File: src/rtl/axi_lite_bus_responder.sv
// AXI4-Lite register-bank responder: decodes a NUM_REGS x 32-bit window at BASE_ADDR,
// with independent AW/W holding registers, byte-strobed writes and a registered read path.
module axi_lite_bus_responder #(
    parameter int unsigned       ADDR_W    = 32,
    parameter int unsigned       DATA_W    = 32,
    parameter logic [ADDR_W-1:0] BASE_ADDR = 32'h6000_0000,
    parameter int unsigned       NUM_REGS  = 16
) (
    input  logic                  clk,
    input  logic                  rst_n,
    input  logic [ADDR_W-1:0]     s_awaddr,
    input  logic                  s_awvalid,
    output logic                  s_awready,
    input  logic [DATA_W-1:0]     s_wdata,
    input  logic [DATA_W/8-1:0]   s_wstrb,
    input  logic                  s_wvalid,
    output logic                  s_wready,
    output logic [1:0]            s_bresp,
    output logic                  s_bvalid,
    input  logic                  s_bready,
    input  logic [ADDR_W-1:0]     s_araddr,
    input  logic                  s_arvalid,
    output logic                  s_arready,
    output logic [DATA_W-1:0]     s_rdata,
    output logic [1:0]            s_rresp,
    output logic                  s_rvalid,
    input  logic                  s_rready
);

    localparam int unsigned       IDX_W      = $clog2(NUM_REGS);
    localparam int unsigned       STRB_W     = DATA_W / 8;
    localparam logic [ADDR_W-1:0] BANK_BYTES = ADDR_W'(NUM_REGS * 4);
    localparam logic [1:0]        RESP_OKAY  = 2'b00;
    localparam logic [1:0]        RESP_SLVERR = 2'b10;

    logic [DATA_W-1:0] r_regs [NUM_REGS];

    logic              r_aw_held;
    logic [ADDR_W-1:0] r_awaddr;
    logic              r_w_held;
    logic [DATA_W-1:0] r_wdata;
    logic [STRB_W-1:0] r_wstrb;
    logic              r_bvalid;
    logic [1:0]        r_bresp;
    logic              r_rvalid;
    logic [DATA_W-1:0] r_rdata;
    logic [1:0]        r_rresp;

    logic              w_aw_hs;
    logic              w_w_hs;
    logic              w_ar_hs;
    logic              w_commit;
    logic [ADDR_W-1:0] w_wr_addr;
    logic [DATA_W-1:0] w_wr_data;
    logic [STRB_W-1:0] w_wr_strb;
    logic [ADDR_W-1:0] w_wr_off;
    logic              w_wr_hit;
    logic [IDX_W-1:0]  w_wr_idx;
    logic [ADDR_W-1:0] w_rd_off;
    logic              w_rd_hit;
    logic [IDX_W-1:0]  w_rd_idx;

    // Readies depend only on registered state, never on the incoming valids.
    assign s_awready = !r_aw_held && !r_bvalid;
    assign s_wready  = !r_w_held && !r_bvalid;
    assign s_arready = !r_rvalid;

    assign w_aw_hs = s_awvalid && s_awready;
    assign w_w_hs  = s_wvalid && s_wready;
    assign w_ar_hs = s_arvalid && s_arready;

    assign w_wr_addr = r_aw_held ? r_awaddr : s_awaddr;
    assign w_wr_data = r_w_held ? r_wdata : s_wdata;
    assign w_wr_strb = r_w_held ? r_wstrb : s_wstrb;
    assign w_commit  = (r_aw_held || w_aw_hs) && (r_w_held || w_w_hs);

    assign w_wr_off = w_wr_addr - BASE_ADDR;
    assign w_wr_hit = w_wr_off < BANK_BYTES;
    assign w_wr_idx = w_wr_off[IDX_W+1:2];

    assign w_rd_off = s_araddr - BASE_ADDR;
    assign w_rd_hit = w_rd_off < BANK_BYTES;
    assign w_rd_idx = w_rd_off[IDX_W+1:2];

    always_ff @(posedge clk or negedge rst_n) begin
        if (!rst_n) begin
            r_aw_held <= 1'b0;
            r_awaddr  <= '0;
            r_w_held  <= 1'b0;
            r_wdata   <= '0;
            r_wstrb   <= '0;
            r_bvalid  <= 1'b0;
            r_bresp   <= '0;
        end else begin
            if (w_commit) begin
                r_aw_held <= 1'b0;
                r_w_held  <= 1'b0;
                r_bvalid  <= 1'b1;
                r_bresp   <= w_wr_hit ? RESP_OKAY : RESP_SLVERR;
            end else begin
                if (w_aw_hs) begin
                    r_aw_held <= 1'b1;
                    r_awaddr  <= s_awaddr;
                end
                if (w_w_hs) begin
                    r_w_held <= 1'b1;
                    r_wdata  <= s_wdata;
                    r_wstrb  <= s_wstrb;
                end
                if (r_bvalid && s_bready) begin
                    r_bvalid <= 1'b0;
                end
            end
        end
    end

    always_ff @(posedge clk or negedge rst_n) begin
        if (!rst_n) begin
            for (int unsigned i = 0; i < NUM_REGS; i++) begin
                r_regs[i] <= '0;
            end
        end else if (w_commit && w_wr_hit) begin
            for (int unsigned b = 0; b < STRB_W; b++) begin
                if (w_wr_strb[b]) begin
                    r_regs[w_wr_idx][8*b +: 8] <= w_wr_data[8*b +: 8];
                end
            end
        end
    end

    // Reads sample r_regs before any same-edge write lands, returning the old value.
    always_ff @(posedge clk or negedge rst_n) begin
        if (!rst_n) begin
            r_rvalid <= 1'b0;
            r_rdata  <= '0;
            r_rresp  <= '0;
        end else begin
            if (w_ar_hs) begin
                r_rvalid <= 1'b1;
                r_rdata  <= w_rd_hit ? r_regs[w_rd_idx] : '0;
                r_rresp  <= w_rd_hit ? RESP_OKAY : RESP_SLVERR;
            end else if (r_rvalid && s_rready) begin
                r_rvalid <= 1'b0;
            end
        end
    end

    assign s_bvalid = r_bvalid;
    assign s_bresp  = r_bresp;
    assign s_rvalid = r_rvalid;
    assign s_rdata  = r_rdata;
    assign s_rresp  = r_rresp;

endmodule

File: config.mk
export PLATFORM = sky130hd
export DESIGN_NAME = axi_lite_bus_responder
export DESIGN_NICKNAME = d
export VERILOG_FILES = /design/src/rtl/axi_lite_bus_responder.sv
export SDC_FILE = /design/constraint.sdc
export NUM_CORES = 1
export LEC_CHECK = 0
export ABC_CLOCK_PERIOD_IN_PS = 4550
export CAP_MARGIN = 10
export CORE_MARGIN = 5
export CORE_UTILIZATION = 64
export DETAILED_ROUTE_END_ITERATION = 6
export DONT_BUFFER_PORTS = 1
export PLACE_DENSITY_LB_ADDON = 0.12
export SLEW_MARGIN = 5
export SYNTH_ARGS = -nofsm -noshare
export SYNTH_HDL_FRONTEND = slang
export SYNTH_SLANG_ARGS = --single-unit
File: constraint.sdc
create_clock -name clk -period 4.55 [get_ports clk]
set_clock_uncertainty 0.15 [all_clocks]
set_input_delay 0.6825 -clock clk [delete_from_list [all_inputs] [get_ports clk]]
set_output_delay 0.6825 -clock clk [all_outputs]
set_load 0.005 [all_outputs]
Yosys cells after proc, flatten, opt, wreduce, memory -nomap -nowiden
Cells that the tools add are included.
- bits in writable memories: 0
- memory bits (read-only): 0
- output and inout port bits: 41
- memories kept: 0
- latch bits: 0
- register bits after elaboration: 620
- shift operators: 0
- $lt $le $gt $ge: 5
- divide/modulo/power cells: 0
- multipliers: 0
- mux-type cells: 36
- bitwise gates (word level): 3
- add/subtract/negate cells: 2
- reductions and logical operators: 22
- eq/ne operators: 0
- operators by type and width (operator ; number):
    $mux 512 ; 7
    $bwmux 512 ; 4
    $demux 32 s4 ; 4
    $mux 32 ; 6
    $bmux 32 s4 ; 1
    $lt 32x7->1 const B ; 2
    $sub 32x31->32 const B ; 2
    $mux 24 ; 1
    $mux 16 ; 1
    $ge 5x5->1 const B ; 2
    $logic_and 1x1->1 ; 10
    $not 4->5 ; 2
    $mux 1 ; 8
    $mux 8 ; 1
    $reduce_bool 2->1 ; 4
    $lt 5x1->1 const B ; 1
    $logic_not 1->1 ; 4
    $mux 2 ; 2
    $mux 4 ; 1
    $reduce_and 2->1 ; 2
    $logic_or 1x1->1 ; 2
    $not 1->1 ; 1

Logic depth before layout (Yosys ltp)
- word-level depth: 18
- mapped depth: 11
- gate-level depth less buffers: 7

Least setup slack after synthesis
No wires, ideal clock.
- kind: reg2reg
- from: register r_aw_held
- to: register r_regs[120] in the netlist's numbering
- library setup time: 0.125 ns
- slack: 1.015 ns
- cell stages (with the launch flop): 12
- data arrival time: 3.260 ns
- cells stage by stage: dfrtp_1 -> clkbuf_1 -> buf_2 -> mux2_2 -> ha_1 -> nand2b_1 -> a211oi_1 -> nor3_1 -> buf_4 -> buf_2 -> nor4_4 -> mux2_4
- word-level cells in the longest chain between the ends: 15
- ends and longest elaborated chain (what ; line ; RTL):
    start: declaration ; 38 ; logic r_aw_held;
    start signal: assignment ; 87 ; r_aw_held <= 1'b0;
    start signal: assignment ; 96 ; r_aw_held <= 1'b0;
    start signal: assignment ; 102 ; r_aw_held <= 1'b1;
    $mux 32 ; 72 ; assign w_wr_addr = r_aw_held ? r_awaddr : s_awaddr;
    $sub 32x31->32 ; 77 ; assign w_wr_off = w_wr_addr - BASE_ADDR;
    $not 4->5 (not written as such) ; 125 ; r_regs[w_wr_idx][8*b +: 8] <= w_wr_data[8*b +: 8];
    $demux 32 s4 ; 125 ;
    $bwmux 512 ; 125 ;
    $mux 512 ; 124 ; if (w_wr_strb[b]) begin
    $mux 512 ; 122 ; end else if (w_commit && w_wr_hit) begin
    $bwmux 512 ; 125 ;
    $mux 512 ; 124 ;
    $mux 512 ; 122 ;
    $bwmux 512 ; 125 ;
    $mux 512 ; 124 ;
    $mux 512 ; 122 ;
    $bwmux 512 ; 125 ;
    $mux 512 ; 124 ;
    end signal: indexed assignment ; 125 ;
    end: declaration ; 36 ; logic [DATA_W-1:0] r_regs [NUM_REGS];
Several ways; a longest one is shown, not always the timed one. The select of a mux whose other input is x is not followed.
A chain may end at the register's enable or synchronous reset.

Final worst setup path
- from: register r_aw_held
- to: register r_regs[57] in the netlist's numbering
Same word-level chain as after synthesis.

==> results.cfg <==
[power_and_ir_drop]
powerDensity_nw_per_um2 = 389
p_int_uw = 9430
power.leakage_uw = 0.0158
p_sw_share_pct = 26.9
pwr-share-clk_pct = 39.2
irDropWorstVdd_v = 0.000420
total_power_uw = 12900
power_frac_seq_pct = 46.5
power_switching_uw = 3470
power_frac_comb_pct = 14.3

[global_route]
grt_antenna_before_repair = 0
grt_max_degree = 617
gr-total-overflow = 0
first_global_vias = 17273
grt_first_pass_wirelength_um = 102000
grt_use_total_pct = 25.6

[placed_design]
placed_cell_area_um2 = 31200
hpwl_um = 37900
place_ws_ps = 797
gp_congestion = 0.790
portBuffers = 0

[clocking]
clk_path_buf_depth = 3
clk_pin_slew_ps = 60
clock_latency_ps = 630
cts_tree = yes
postCtsResizedCells = 0
cts_buffers = 61
cts_root_buf = clkbuf_16
cts.sinks = 616
post_cts_buffers = 0
ctsHoldBuffers = 1
htree_levels = 2

[sta]
finalCriticalPeriod_ps = 3760
relSlewSlack_pct = -26.2
tns_ps = 0
rsz0062_at_grt = no
hold_viol = 425
worst_pin_slew_ps = 1890
setup_viol = 0
setup_ws_ps = 792
timing.fmax_ghz = 0.266
holdWs_ps = -385
maxSlewViolCount = 238
fin_crit_sh_pct = 82.6

[logic_synthesis]
yosysSeqAreaShare_pct = 50.9
synth_top_family_by_area = multiplexers
ys_warn_count = 0
synth-adder-area-share_pct = 0.0826
synthFlopType = dfrtp_1
synth.largest_area_cell = dfrtp_1
synth_xor_area_share_pct = 0.0289
synth_edf_count = 0
netlist_instances = 1762
synth_area_um2 = 30300
synthTopCellsByArea = dfrtp_1, mux2_4, mux4_2, nor4_4, mux2_1
synth-simple-area-share_pct = 6.26
synth_compound_area_share_pct = 1.13
muxShareOfSynthArea_pct = 39.6
synth.distinct_cells = 47
avgSynthCellArea_um2 = 17.2
synth-seq-cells = 616
yosysTopAreaCellShare_pct = 50.9
async_flop_share_pct = 100

[layout]
multi_input_comb_area_um2 = 14300
mostFrequentLayoutCell = dfrtp_1
seq_area_um2 = 15400
drive_above_1_share_pct = 48.7
fillers = 2967
nets = 1900
syn_to_final_growth_pct = 9.49
final_area_um2 = 33200
n_antenna_cell = 0
post-route-util_pct = 71.1
final_cell_mix = dfrtp_1, mux2_4, mux4_2, mux2_1, mux2_2

[worst_setup_path]
path_delay_family = simple AND/OR/NAND/NOR gates
critical-path-max-stage-delay_ps = 740
reg2reg_from = r_aw_held
worstSetupPathType = reg2reg
cp.required_ps = 4910
cp.buffers_inverters = 0
cp_slowest_cell = nor4_4
cp_max_fo = 8
cp.arrival_ps = 4120
r2r-end = r_regs[57]
start_kind = register
reg2regPathDepth = 6
endpoint_kind = register
cp_cell_sequence = mux2_2 > ha_1 > a221oi_1 > nand2_1 > nor4_4 > mux2_1
r2r_setup_slack_ps = 790

[detailed_routing]
vias_per_cell = 6.36
antenna_left = 0
drt_iter0_markers = 1028
totalWireLength_um = 64700
wire_per_inst_um = 26.5
drt_pre_antenna_iters = 7
vias = 15556
drc = 0

[floorplan]
core_area_um2 = 46700
die_h_um = 228
ios = 148
dieArea_um2 = 51800
initial_core_util_pct = 65.0
rows = 79
die_x_um = 228

[run]
maxCapViolCount = 0

[status]
status = finished, violations left
violations = hold timing, slew limit

[min_path]
hold_path_class = in2async
-- cell type report --
type / instances / area share [%]
well taps: 607 / 2.29
flip-flops and latches: 616 / 46.4
multi-input cells: 1001 / 43.1
clock inverters: 17 / 0.494
inverters: 38 / 0.430
repair buffers: 73 / 1.70
clock buffers: 93 / 5.57
-- cells by family (layout without fill, tap and decap cells) --
logic type / count (synthesis) / after routing
simple gates: 168 / 168
other cells: 1 / 2
mux: 775 / 775
xor+xnor: 1 / 1
fa+ha+maj: 2 / 2
compound gates: 53 / 53
flops: 616 / 616
buf+inv: 146 / 221
-- power groups by stage --
stage / sequential (uW) / combinational, uW / clock, uW
after floorplan: 6000 / 1540 / 0
after global placement: 6060 / 1760 / 0
after detailed placement: 6090 / 1840 / 0
after CTS: 5990 / 1850 / 5160
after global routing: 6030 / 1990 / 5380
final: 6000 / 1850 / 5060
-- cell usage after synthesis (2+ instances only) --
cell type and count:
dfrtp_1 616, mux2_4 392, mux4_2 160, mux2_1 120, mux2_2 103, nor4_4 64, clkbuf_1 62, nand2_1 54
inv_1 38, o21ai_0 34, buf_1 23, buf_2 14, nor4_1 10, buf_6 6, nand2b_1 6, nand3b_1 6
nor3_1 6, nor2_1 4, buf_4 3, nand3_1 3, or3b_1 3, a211oi_1 2, a221oi_1 2, a221oi_2 2
and4b_1 2, ha_1 2, nor4b_1 2, o22ai_1 2, o32ai_1 2, or4_1 2
-- through the flow --
| stage | hold WS (ps) | cells |
|---|---|---|
| 2_1_floorplan | 237 | 1763 |
| 3_3_place_gp | 265 | 2334 |
| 3_5_place_dp | 265 | 2334 |
| 4_1_cts | -413 | 2445 |
| 5_1_grt | -420 | 2445 |
| 6_report | -385 | 2445 |
-- sequential cells by signal (all words and copies together), names as in the netlist --
signal,flops
r_wdata,32
r_w_held,1
s_rvalid,1
s_bvalid,1
r_wstrb,4
r_regs,512
r_awaddr,30
s_rresp,1
s_bresp,1
s_rdata,32
r_aw_held,1
-- layer usage --
layer  GRT usage, %  vias up  routed length [um]
met2           41.1      322               31400
met3           4.91      106                3280
li1               -     6689                   -
met5              0        -                   0
met1           36.6     8439               28400
met4           7.14        0                1620
-- worst register-to-register path: stages, from the launching register on --
cell and delay [ps]:
dfrtp_1 510, mux2_2 380, ha_1 390, a221oi_1 610
nand2_1 470, nor4_4 740, mux2_1 400
-- worst max path at each step --
stage	from	to	slack [ps]	cells after the start
after global placement	s_awaddr[26]	r_regs[52]	860	6
final	r_aw_held	r_regs[57]	790	6
after CTS	r_aw_held	r_regs[57]	840	6
after floorplan	r_aw_held	r_regs[120]	1020	11
after global routing	r_aw_held	r_regs[46]	660	6
after detailed placement	s_awaddr[29]	r_regs[57]	800	6
Power figures use the tool's default switching activity.
